===== src/rtl/approx_mult_pkg.sv =====
// Shared types and helpers for the approximate-multiplier driver.
package approx_mult_pkg;

  // Driver FSM states.
  typedef enum logic [1:0] {
    IDLE  = 2'd0,
    ISSUE = 2'd1,
    WAIT  = 2'd2,
    HOLD  = 2'd3
  } state_t;

  // Latency counter width: clog2(lat), never narrower than one bit (lat=1 still needs a counter).
  function automatic int cnt_width(input int lat);
    return (lat < 2) ? 1 : $clog2(lat);
  endfunction

endpackage


===== src/rtl/approx_err_absdiff.sv =====
// Combinational unsigned absolute difference |x - y| at width W.
module approx_err_absdiff #(
  parameter int W = 9
) (
  input  logic [W-1:0] x,
  input  logic [W-1:0] y,
  output logic [W-1:0] d
);

  // Subtract the smaller from the larger so the magnitude never wraps.
  always_comb begin
    d = (x >= y) ? (x - y) : (y - x);
  end

endmodule


===== src/rtl/approx_mult_driver.sv =====
// Issues operand pairs to the approximate multiplier, waits its fixed latency,
// captures Z and reports it alongside the exact product and absolute error.
module approx_mult_driver
  import approx_mult_pkg::*;
#(
  parameter int N   = 4,
  parameter int LAT = 4
) (
  input  logic             clk,
  input  logic             rst,
  input  logic             in_valid,
  output logic             in_ready,
  input  logic [N-1:0]     in_a,
  input  logic [N-1:0]     in_b,
  output logic             mul_load,
  output logic [N-1:0]     mul_a,
  output logic [N-1:0]     mul_b,
  input  logic [2*N:0]     mul_z,
  output logic             out_valid,
  input  logic             out_ready,
  output logic [2*N:0]     out_z,
  output logic [2*N-1:0]   out_exact,
  output logic [2*N:0]     out_err,
  output logic             busy
);

  localparam int CW = cnt_width(LAT);
  localparam int ZW = 2 * N + 1;

  state_t            state_reg;
  state_t            state_next;
  logic [CW-1:0]     cnt_reg;
  logic [N-1:0]      a_reg;
  logic [N-1:0]      b_reg;
  logic [ZW-1:0]     z_reg;
  logic [2*N-1:0]    exact_reg;
  logic [ZW-1:0]     err_reg;
  logic [2*N-1:0]    exact_next;
  logic [ZW-1:0]     err_next;
  logic              accept;
  logic              capture;

  // Exact reference product from the held operands (zero-extended so nothing truncates).
  assign exact_next = {{N{1'b0}}, a_reg} * {{N{1'b0}}, b_reg};

  approx_err_absdiff #(.W(ZW)) u_err (
    .x (mul_z),
    .y ({1'b0, exact_next}),
    .d (err_next)
  );

  assign accept  = (state_reg == IDLE) && in_valid;
  assign capture = (state_reg == WAIT) && (cnt_reg == '0);

  // Next-state logic.
  always_comb begin
    state_next = state_reg;
    case (state_reg)
      IDLE:    if (in_valid)  state_next = ISSUE;
      ISSUE:                  state_next = WAIT;
      WAIT:    if (capture)   state_next = HOLD;
      HOLD:    if (out_ready) state_next = IDLE;
      default:                state_next = IDLE;
    endcase
  end

  // State register; reset aborts any transaction in flight.
  always_ff @(posedge clk or posedge rst) begin
    if (rst) state_reg <= IDLE;
    else     state_reg <= state_next;
  end

  // Latency counter: loaded on the load cycle, counts down to the capture edge.
  always_ff @(posedge clk or posedge rst) begin
    if (rst) begin
      cnt_reg <= '0;
    end else if (state_reg == ISSUE) begin
      cnt_reg <= CW'(LAT - 1);
    end else if ((state_reg == WAIT) && (cnt_reg != '0)) begin
      cnt_reg <= cnt_reg - 1'b1;
    end
  end

  // Operand registers change only on the accept edge, so they stay stable through HOLD and after.
  always_ff @(posedge clk or posedge rst) begin
    if (rst) begin
      a_reg <= '0;
      b_reg <= '0;
    end else if (accept) begin
      a_reg <= in_a;
      b_reg <= in_b;
    end
  end

  // Result registers: approximate Z, exact product and error captured together.
  always_ff @(posedge clk or posedge rst) begin
    if (rst) begin
      z_reg     <= '0;
      exact_reg <= '0;
      err_reg   <= '0;
    end else if (capture) begin
      z_reg     <= mul_z;
      exact_reg <= exact_next;
      err_reg   <= err_next;
    end
  end

  assign in_ready  = (state_reg == IDLE);
  assign busy      = (state_reg != IDLE);
  assign mul_load  = (state_reg == ISSUE);
  assign out_valid = (state_reg == HOLD);
  assign mul_a     = a_reg;
  assign mul_b     = b_reg;
  assign out_z     = z_reg;
  assign out_exact = exact_reg;
  assign out_err   = err_reg;

endmodule


===== config.mk =====
export PLATFORM = sky130hd
export DESIGN_NAME = approx_mult_driver
export DESIGN_NICKNAME = d
export VERILOG_FILES = /design/src/rtl/approx_mult_pkg.sv /design/src/rtl/approx_err_absdiff.sv /design/src/rtl/approx_mult_driver.sv
export SDC_FILE = /design/constraint.sdc
export NUM_CORES = 1
export LEC_CHECK = 0
export ABC_AREA = 0
export BUFFER_PORTS_ARGS = -buffer_cell sky130_fd_sc_hd__buf_2
export CORE_AREA = 2 2 110 112
export DETAILED_ROUTE_END_ITERATION = 6
export DIE_AREA = 0 0 112 114
export PLACE_DENSITY = 0.53
export SETUP_SLACK_MARGIN = 0.5
export SYNTH_ARGS = -nofsm -noshare
export SYNTH_HDL_FRONTEND = slang
export SYNTH_HIERARCHICAL = 1
export SYNTH_SLANG_ARGS = --single-unit
export TNS_END_PERCENT = 50

===== constraint.sdc =====
create_clock -name clk -period 10.44 [get_ports clk]
set_input_delay 1.044 -clock clk [delete_from_list [all_inputs] [get_ports clk]]
set_output_delay 1.044 -clock clk [all_outputs]
set_load 0.05 [all_outputs]

==> results.cfg <==
[synth]
async_flop_share_pct = 100
synth_top_area_share_pct = 33.5
synth_edf_count = 0
synth_cells = 266
ys.flop_type = dfrtp_1
yosys.cell_count.top_type = dfrtp_1
synth_area_leaders = dfrtp_1, ha_1, mux2_2, inv_1, fa_1
avgSynthCellArea_um2 = 10.7
synth_cell_type_count = 47
synth_area_um2 = 2840
ys_seq_area_share_pct = 33.5
yosysWarnings = 6
syn-num-nets = 327
synth_common_cells = dfrtp_1, inv_1, ha_1
ys_seq_elements = 38
synth_area_leader_cell = dfrtp_1

[worst_setup_path]
path_cells = nand2_1 -> fa_1 -> inv_1 -> fa_1 -> inv_1 -> fa_1 -> nor2b_1 -> o21a_1 -> nor3_1 -> nor2_1 -> inv_1 -> ha_1 -> nand2_2 -> nor3_2 -> a21bo_2 -> nand2_4 -> mux2i_1 -> xor2_1 -> mux2_2
crit_path_end_kind = flip-flop
start_kind = flip-flop
critPathKind = flip-flop to flip-flop
cp_slowest_cell = fa_1
max_stage_delay_ns = 0.55
crit_fanout = 8
arrival_ns = 4.81
r2r_cells = 19
r2r-start = mul_a[0]
r2r_slack_ns = 5.80
cp.required_ns = 10.61
crit_buf_inv = 3
cp_top_family = adder cells
r2r-end = out_err[2]

[cts]
path_clk_slew_ns = 0.06
cts_setup_buffers = 0
htreeDepth = 2
clock_latency_ns = 0.28
cts_hold_buf = 0
numCtsBuffers = 5
root_buffer = clkbuf_16
clock_sinks = 38
cts_tree = done
ctsResizeCount = 0
cts_buffer_depth = 2

[timing]
rsz0062_at_grt = false
skew_ns = 0.00400
slew_violations = 0
hold_viol_final = 0
fmax_mhz = 215
setup_viol = 0
tightest_slew_ns = 0.661
min_period_ns = 4.64
timing.setup.tns_ns = 0
fin_crit_sh_pct = 44.5
max_slew_margin_pct = 55.8

[floorplanning]
die_w_um = 112
num_rows = 40
core-area_um2 = 11700
die-height_um = 114
io_pins = 59
fp.dieArea_um2 = 12800
initial_core_util_pct = 24.3

[worst_hold_path]
min_from = cnt_reg[1]
hold_path_depth = 1
min_path_type = flip-flop to flip-flop
holdPathEnd = cnt_reg[1]

[routing]
ant_nets = 0
drc = 0
vias = 2040
detail_route.wl_per_cell_um = 13.0
drt_first_pass_iters = 4
drt_wl_total_um = 6140
initialDrtViolationCount = 45
vias_per_cell = 4.32

[global_route]
grt_usage_pct = 10.0
grt_pass1_wl_um = 10400
antenna_found_initial = 0
grt_pass1_vias = 2204
grt_max_degree = 39
overflow = 0

[finish]
num-nets-final = 385
syn_to_final_growth_pct = 21.6
drive_above_1_share_pct = 33.5
num_antenna_cells = 0

[run_status]
status = finished clean

[placed_design]
dp_hpwl_um = 4890
gp_congestion = 0.847
port_buffers = 58

[flow_run]
drv_cap = 0
[cells in the final DEF, fill, tap and decap left out, types with 6 or more instances in the layout]
master   Yosys  routed
buf_2        2      58
dfrtp_1     38      38
inv_1       36      36
ha_1        34      34
mux2_2      30      30
nand2_1     15      15
and2_1      10      10
mux2i_1      8       8
a21oi_1      6       6
a21o_1       6       6
fa_1         6       6
[layout make-up]
cell class | count | area, µm²
fillers | 1245 | 8260
multi-input cells | 184 | 1690
flip-flops and latches | 38 | 951
repair buffers | 59 | 298
well taps | 147 | 184
clock buffers | 6 | 139
inverters | 36 | 135
clock inverters | 2 | 60.1
[worst register-to-register path: cells and delay by family (launching register included)]
family	cells	cell delay [ns]
AO/OA/AOI/OAI	2	0.40
XOR/XNOR	1	0.10
adder cells (fa/ha/maj)	4	2.05
buffers and inverters	3	0.19
flip-flops	1	0.42
multiplexers	2	0.50
AND/OR/NAND/NOR	7	0.88
[routing by layer]
layer  vias up  GRT usage, %  part of all wire, %
met4         0          3.66                  1.4
met5         -             0                    0
li1       1026             -                    -
met2        46          18.1                   49
met1       961          11.9                   45
met3         7          1.86                  3.8
[stage by stage]
step	hold WS, ns	utilization [%]	area (µm²)	setup slack [ns]	std cells
4_1_cts	0.489	29.5	3450	5.78	472
3_3_place_gp	0.473	27.8	3260	5.89	464
6_report	0.485	29.5	3450	5.80	472
3_5_place_dp	0.476	27.8	3260	5.78	464
2_1_floorplan	0.459	-	2840	5.88	266
5_1_grt	0.506	29.5	3450	5.46	472
[cells by family after synthesis]
group	share of synthesized area (%)
AOI/OAI and AO/OA	11.5
xor gates and xnor gates	3.08
adders and majority gates	19.2
buffers and inverters	7.09
DFF	33.5
muxes	15.9
other	0.132
and+or+nand+nor	9.60
[worst max path at each step]
stage          startpoint    endpoint  slack [ns]  depth (start not counted)
6_report         mul_a[0]  out_err[2]        5.80                         19
3_5_place_dp     mul_a[0]  out_err[2]        5.78                         19
4_1_cts          mul_a[0]  out_err[2]        5.78                         19
2_1_floorplan    mul_b[3]  out_err[2]        5.88                         20
5_1_grt          mul_a[0]  out_err[3]        5.46                         19
3_3_place_gp     mul_a[0]  out_err[2]        5.89                         17
Power is not shown: default switching activity piles up to over one toggle a cycle in this logic, so the estimate is an artifact.
